<file path="src/rtl/popcnt_pkg.sv">
// popcnt_pkg: shared state encoding, width limit and SWAR fold-mask helper for popcount_engine.
package popcnt_pkg;
  localparam int MAX_WIDTH = 64;
  typedef enum logic [1:0] {IDLE = 2'd0, BUSY = 2'd1, DONE = 2'd2} state_e;
  // Mask M[k]: alternating runs of 2^k ones and 2^k zeros starting at the LSB
  function automatic logic [MAX_WIDTH-1:0] fold_mask(input int width, input int k);
    logic [MAX_WIDTH-1:0] m;
    m = '0;
    for (int i = 0; i < width && i < MAX_WIDTH; i++) m[i] = ((i >> k) % 2) == 0;
    return m;
  endfunction
endpackage

</file>
<file path="src/rtl/popcnt_fold.sv">
// popcnt_fold: one SWAR mask-and-add fold of t_i at the runtime-selected level k_i.
module popcnt_fold
  import popcnt_pkg::*;
#(
  parameter int WIDTH = 32,
  parameter int SW    = 3
) (
  input  logic [WIDTH-1:0] t_i,
  input  logic [SW-1:0]    k_i,
  output logic [WIDTH-1:0] f_o
);
  localparam int L = $clog2(WIDTH);
  logic [WIDTH-1:0] lvl [L];
  for (genvar g = 0; g < L; g++) begin : g_lvl
    localparam logic [WIDTH-1:0] M = WIDTH'(fold_mask(WIDTH, g));
    assign lvl[g] = (t_i & M) + ((t_i >> (2 ** g)) & M);
  end
  always_comb begin
    f_o = t_i;
    for (int i = 0; i < L; i++) if (k_i == SW'(i)) f_o = lvl[i];
  end
endmodule

</file>
<file path="src/rtl/popcount_engine.sv">
// popcount_engine: handshaked popcount / Hamming-distance unit, one SWAR fold level per clock.
// Optional threshold compare (thr / out_ge) is enabled by defining POPCNT_THRESH_EN.
module popcount_engine
  import popcnt_pkg::*;
#(
  parameter int WIDTH = 32,
  localparam int CW = $clog2(WIDTH) + 1,
  localparam int L  = $clog2(WIDTH)
) (
  input  logic             clk,
  input  logic             rst_n,
  input  logic             in_vld,
  output logic             in_rdy,
  input  logic             mode,
  input  logic [WIDTH-1:0] din_a,
  input  logic [WIDTH-1:0] din_b,
  output logic             out_vld,
  input  logic             out_rdy,
`ifdef POPCNT_THRESH_EN
  input  logic [CW-1:0]    thr,
  output logic [0:0]       out_ge,
`endif
  output logic [CW-1:0]    hw_out
);
  localparam int SW = $clog2(L);
  if (WIDTH < 8 || WIDTH > MAX_WIDTH || (WIDTH & (WIDTH - 1)) != 0) begin : g_bad_width
    $error("popcount_engine: WIDTH must be a power of two in 8..64");
  end
  state_e           state_q, state_d;
  logic [SW-1:0]    step_q, step_d;
  logic [WIDTH-1:0] t_q, t_d, fold;
  logic             last;
  popcnt_fold #(.WIDTH(WIDTH), .SW(SW)) u_fold (.t_i(t_q), .k_i(step_q), .f_o(fold));
  assign last = step_q == SW'(L - 1);
  always_comb begin
    state_d = state_q;
    step_d  = step_q;
    t_d     = t_q;
    case (state_q)
      IDLE: if (in_vld) begin
        state_d = BUSY;
        step_d  = '0;
        t_d     = mode ? din_a ^ din_b : din_a;
      end
      BUSY: begin
        t_d     = fold;
        step_d  = last ? '0 : step_q + SW'(1);
        state_d = last ? DONE : BUSY;
      end
      DONE: if (out_rdy) state_d = IDLE;
      default: state_d = IDLE;
    endcase
  end
  always_ff @(posedge clk or negedge rst_n) begin
    if (!rst_n) begin
      state_q <= IDLE;
      step_q  <= '0;
      t_q     <= '0;
    end else begin
      state_q <= state_d;
      step_q  <= step_d;
      t_q     <= t_d;
    end
  end
  assign in_rdy  = state_q == IDLE;
  assign out_vld = state_q == DONE;
  assign hw_out  = t_q[CW-1:0];
`ifdef POPCNT_THRESH_EN
  logic [CW-1:0] thr_q;
  always_ff @(posedge clk or negedge rst_n) begin
    if (!rst_n) thr_q <= '0;
    else if (in_rdy && in_vld) thr_q <= thr;
  end
  assign out_ge = out_vld && hw_out >= thr_q;
`endif
endmodule

</file>
<file path="config.mk">
export PLATFORM = sky130hd
export DESIGN_NAME = popcount_engine
export DESIGN_NICKNAME = d
export VERILOG_FILES = /design/src/rtl/popcnt_pkg.sv /design/src/rtl/popcnt_fold.sv /design/src/rtl/popcount_engine.sv
export SDC_FILE = /design/constraint.sdc
export NUM_CORES = 1
export LEC_CHECK = 0
export BUFFER_PORTS_ARGS = -buffer_cell sky130_fd_sc_hd__buf_2
export CAP_MARGIN = 5
export CORE_MARGIN = 2
export CORE_UTILIZATION = 50
export CTS_BUF_LIST = sky130_fd_sc_hd__clkbuf_2 sky130_fd_sc_hd__clkbuf_4 sky130_fd_sc_hd__clkbuf_8
export DETAILED_ROUTE_END_ITERATION = 12
export PLACE_DENSITY = 0.83
export SETUP_SLACK_MARGIN = 0.3
export SYNTH_ARGS = -nofsm -noshare
export SYNTH_HDL_FRONTEND = slang
export SYNTH_SLANG_ARGS = --single-unit
</file>
<file path="constraint.sdc">
create_clock -name clk -period 6.65 [get_ports clk]
set_clock_uncertainty 0.2 [all_clocks]
set_input_delay 1.33 -clock clk [delete_from_list [all_inputs] [get_ports clk]]
set_output_delay 1.33 -clock clk [all_outputs]
set_load 0.005 [all_outputs]
</file>
# After elaboration in Yosys (flattened, before gate mapping)
# Cells that the tools add are included.
[word_totals]
regBits = 37
latchBits = 0
mem_bits_rw = 0
romBits = 0
output_inout_bits = 8
word_cells = 40
mem_count = 0
[classes]
addsub = 6
n_mul = 0
div = 0
order_cmp = 0
eq_ne = 9
shifts = 0
n_mux = 15
bitwise = 1
n_reduce_logical = 6
[op_table]
columns = ["cell", "n"]
rows = [
  ["32-bit 2-to-1 mux", 7],
  ["32-bit case mux with 2 select lines", 1],
  ["31-bit by 31-bit adder with 32-bit output", 1],
  ["32-bit XOR", 1],
  ["30-bit by 30-bit adder with 31-bit output", 1],
  ["28-bit by 28-bit adder with 29-bit output", 1],
  ["24-bit by 24-bit adder with 25-bit output", 1],
  ["16-bit by 16-bit adder with 17-bit output", 1],
  ["3-bit by 2-bit equality test with 1-bit output, second input constant", 2],
  ["2-bit 2-to-1 mux", 3],
  ["3-bit 2-to-1 mux", 2],
  ["6-bit by 2-bit inequality test with 1-bit output, second input constant", 1],
  ["2-bit case mux with 3 select lines", 1],
  ["3-bit case mux with 2 select lines", 1],
  ["2-bit AND reduction", 2],
  ["3-bit by 1-bit adder with 3-bit output, second input constant", 1],
  ["3-bit by 1-bit equality test with 1-bit output, second input constant", 1],
  ["3-bit equality test, second input constant", 1],
  ["3-bit zero test", 1],
  ["3-bit AND reduction", 1],
  ["2-bit by 1-bit equality test with 1-bit output, second input constant", 1],
  ["2-bit equality test, second input constant", 1],
  ["2-bit zero test", 1],
  ["2-bit by 1-bit inequality test with 1-bit output, second input constant", 1],
  ["2 further kinds", 2],
]

# Logic depth before layout (Yosys ltp)
[depth]
depth_word = 7
depth_mapped = 10

# Modules after synthesis
# A second synthesis with hierarchy kept.
[hier_totals]
hier_cells = 685
hier_area_um2 = 5674.2
[by_module_without_submodules]
columns = ["mod", "instances", "cells_each", "area_each_um2", "seq_area_each_um2"]
rows = [
  ["popcnt_fold", 1, 478, 3524.6, 0.0],
  ["popcount_engine", 1, 207, 2149.6, 925.9],
]

# Worst setup path after synthesis
# OpenSTA, ideal clock, no wires.
[synth_path]
kind = "input port to flip-flop"
startpoint = "in mode"
endpoint = "reg t_q[21]"
setup_ns = 0.124
arrival_time_ns = 2.389
required_time_ns = 6.326
path_slack_ns = 3.936
cell_stages = 7
cell_sequence = "clkbuf_1 clkbuf_1 nand2_1 xor2_1 o32ai_1 a211oi_1 nor2_1"
[synth_between]
elab_chain_cells = 3
[synth_rtl]
columns = ["item", "line_no", "source"]
rows = [
  ["start, declared", "popcount_engine.sv:14", "input logic mode,"],
  ["32-bit 2-to-1 mux", "popcount_engine.sv:43", "t_d = mode ? din_a ^ din_b : din_a;"],
  ["32-bit 2-to-1 mux", "popcount_engine.sv:40", "IDLE: if (in_vld) begin"],
  ["32-bit case mux with 2 select lines", "popcount_engine.sv:39", "case (state_q)"],
  ["end signal, assigned", "popcount_engine.sv:62", "t_q <= t_d;"],
  ["end, declared", "popcount_engine.sv:31", "logic [WIDTH-1:0] t_q, t_d, fold;"],
]
# Every way passes these cells. The select of a mux whose other input is x is not followed.
# A chain may end at the register's enable or synchronous reset.

# Worst setup path after layout
[layout_path]
startpoint = "reg step_q[2]"
endpoint = "reg t_q[14]"
[layout_between]
elab_chain_cells = 6
elab_cells_between_ends = 12
[layout_rtl]
columns = ["item", "line_no", "source"]
rows = [
  ["start, declared", "popcount_engine.sv:30", "logic [SW-1:0] step_q, step_d;"],
  ["start signal, assigned", "popcount_engine.sv:61", "step_q <= step_d;"],
  ["3-bit by 1-bit equality test with 1-bit output", "popcnt_fold.sv:20", "for (int i = 0; i < L; i++) if (k_i == SW'(i)) f_o = lvl[i];"],
  ["32-bit 2-to-1 mux (4 in series)", "popcnt_fold.sv:20", ""],
  ["32-bit case mux with 2 select lines", "popcount_engine.sv:39", ""],
]
# Several ways; a longest one is shown, not always the timed one.

==> impl_metrics.csv <==
group,metric,value,unit
die,start_util,51.3,%
timing,worst_pin_slew,1.09,ns
yosys,synth_top_cell_area_share,18.2,%
setup_path,critPathMaxStageDelay,0.74,ns
yosys,synth_ff_type,"dfrtp_1",
clock_network,htree_levels,2,
clock_network,clock-sinks,37,
place,place_inst,828,
die,rows,37,
setup_path,worstPathCellList,"inv_1 -> ha_1 -> buf_4 -> inv_1 -> a41oi_4 -> mux2i_1 -> nor3_1 -> mux2i_1 -> nand2_1",
global_routing,grt_pass1_vias,5339,
die,coreArea,10300,um2
yosys,synth-seq-area-share,17.5,%
route,vias,5326,
place,port_buffers,76,
place,dpl.hpwl,11.9,mm
cells_and_area,drive_gt1_share,14.7,%
yosys,syn_area_per_cell,8.15,um2
die,pin_count,77,
setup_path,critPathLaunchType,"register",
clock_network,clkTransAtPathRegs,0.08,ns
timing,fin_crit,3.26,ns
status,status,"complete, no violations",
die,die_width,107,um
global_routing,gr-total-overflow,0,
yosys,yosys-top-cells-area,"ha_1 (18%), dfrtp_1 (17%), nand2_1 (6.5%), fa_1 (5.7%), xnor2_1 (4.8%)",
route,first_pass_iters,6,
setup_path,cp_max_fo,32,
yosys,ys_seq_elements,37,
route,wirelength,16.2,mm
timing,setup_violations,0,
setup_path,endpoint_kind,"register",
clock_network,cts_resized,0,
yosys,synthCells,649,
setup_path,critPathKind,"reg -> reg",
setup_path,cp_slowest_cell,"a41oi_4",
global_routing,grt_pass1_wl,26.4,mm
power,power.density,634,nW/um2
timing,fmax,0.307,GHz
clock_network,clock_latency,0.30,ns
die,die_area,11400,um2
clock_network,holdBufCountCts,0,
setup_path,critPathArrivalTime,3.25,ns
timing,slew_headroom,27.4,%
clock_network,root_buffer,"clkbuf_8",
power,ir_worst_vdd,0.348,mV
timing,drv_slew,0,
setup_path,critPathRequiredTime,6.64,ns
flow_run,maxCapViolations,0,
timing,hold_viol,0,
place,place_congestion,0.992,
yosys,async_reset_ff_share,100,%
timing,rsz0062_at_grt,"false",
global_routing,antenna_found_initial,0,
global_routing,grtUsageTotal,29.3,%
power,p_total,3.67,mW
yosys,synth_cell_types,65,
route,routedWlPerCell,19.4,um
cells_and_area,area_growth,9.36,%
yosys,yosys.area.top_type,"ha_1",
route,drtIter0Drc,542,
clock_network,cts_tree,"done",
route,viasPerCell,6.38,
cells_and_area,antenna_cells,0,
yosys,yosysWarningCount,0,
yosys,synth-edff-count,0,
cells_and_area,nNetsFinal,860,
die,die_h,107,um
route,final_antenna_net_count,0,
clock_network,numCtsBuffers,5,
clock_network,postCtsSetupBuffers,0,
yosys,syn-num-nets,810,
hold_path,min_path_type,"reg -> reg",
timing,fin_setup_tns,0,ns
power,p_leak,2.73,nW
clock_network,ctsLongestPathBuffers,2,
cells_and_area,final_cells,835,
global_routing,grt_start_max_net_pins,46,
timing,fin_crit_sh,49.0,%
route,drc_errors,0,
yosys,synth_area,5290,um2
synth_stat cells, types with 17 or more instances:
library cell / instances
a21oi_1: 49
dfrtp_1: 37
clkbuf_1: 17
inv_1: 19
xor2_1: 28
ha_1: 77
o21ai_0: 38
nor2_1: 42
nor3_1: 17
nand2_1: 92
xnor2_1: 29
flip-flops by register name, summed over array words and instances, names as in the netlist:
| signal | cells |
|---|---|
| state_q | 2 |
| t_q | 32 |
| step_q | 3 |
metrics by stage:
step | cell area, um2 | util (%) | hold slack [ns] | setup slack (ns)
after floorplan | 5290 | - | 0.315 | 3.94
after global placement | 5700 | 55.2 | 0.357 | 3.47
after detailed placement | 5700 | 55.2 | 0.351 | 3.41
after CTS | 5790 | 56.1 | 0.362 | 3.46
after global routing | 5790 | 56.1 | 0.434 | 3.16
final | 5790 | 56.1 | 0.357 | 3.39
metal layers:
metal  vias to the layer above  global-route usage (%)  share of wire, %  wire [um]
li1                       2470                       -                 -          -
met1                      2479                    37.2                39       6380
met2                       311                    48.9                47       7600
met3                        66                    4.68                10       1620
met4                         0                    13.4               3.8        620
met5                         -                       0                 0          0
placed cells by master (no fill, tap or decap), types with 10 or more instances in the layout:
cell type,netlist,final
inv_1,19,19
dfrtp_1,37,37
nand2_1,92,92
o21ai_0,38,38
xnor2_1,29,29
nor3_1,17,17
ha_1,77,77
a21oi_1,49,49
a211oi_1,12,12
xor2_1,28,28
nand3_1,15,15
a221oi_1,12,12
fa_1,15,15
mux2i_1,10,10
nor2_1,42,42
buf_2,14,76
a31oi_1,10,10
a21o_1,13,13
cells by family (layout without fill, tap and decap cells):
| logic type | after synthesis | count (layout) | synth area share, % |
|---|---|---|---|
| AO/OA/AOI/OAI | 197 | 197 | 25.7 |
| AND/OR/NAND/NOR | 197 | 197 | 16.4 |
| adder cells (fa/ha/maj) | 92 | 92 | 23.9 |
| buffers and inverters | 58 | 108 | 4.94 |
| XOR/XNOR | 57 | 57 | 9.43 |
| flip-flops | 37 | 37 | 17.5 |
| multiplexers | 11 | 11 | 2.10 |
final timing paths:
kind                                 from   endpoint  slack, ns  cells after the start
worst max-delay path            step_q[2]    t_q[14]       3.39                      9
worst min-delay path            step_q[0]  step_q[0]       0.36                      1
worst max register to register  step_q[2]    t_q[14]       3.39                      9
worst min register to register  step_q[0]  step_q[0]       0.36                      1
max in group asynchronous           rst_n    t_q[28]       4.73                      1
min in group asynchronous           rst_n    t_q[21]       0.95                      1
cell type report:
class	instances	area (um2)
timing repair buffer	82	425
inverter	19	71.3
clock buffer	7	90.1
sequential	37	926
tap	136	170
multi-input combinational	554	4110
fill	928	4540
power breakdown:
group          internal [mW]  switching [mW]  total (mW)
Clock                 0.0866          0.0902       0.177
Combinational           1.20            1.67        2.86
Sequential             0.348           0.280       0.628
worst max-delay path, delay by kind of cell (launching register included):
kind | cells | cell delay [ns]
compound gates | 1 | 0.74
simple gates | 2 | 0.15
mux | 2 | 0.55
flops | 1 | 0.49
buf+inv | 3 | 0.85
fa+ha+maj | 1 | 0.15
(Power assumes the default switching activity.)
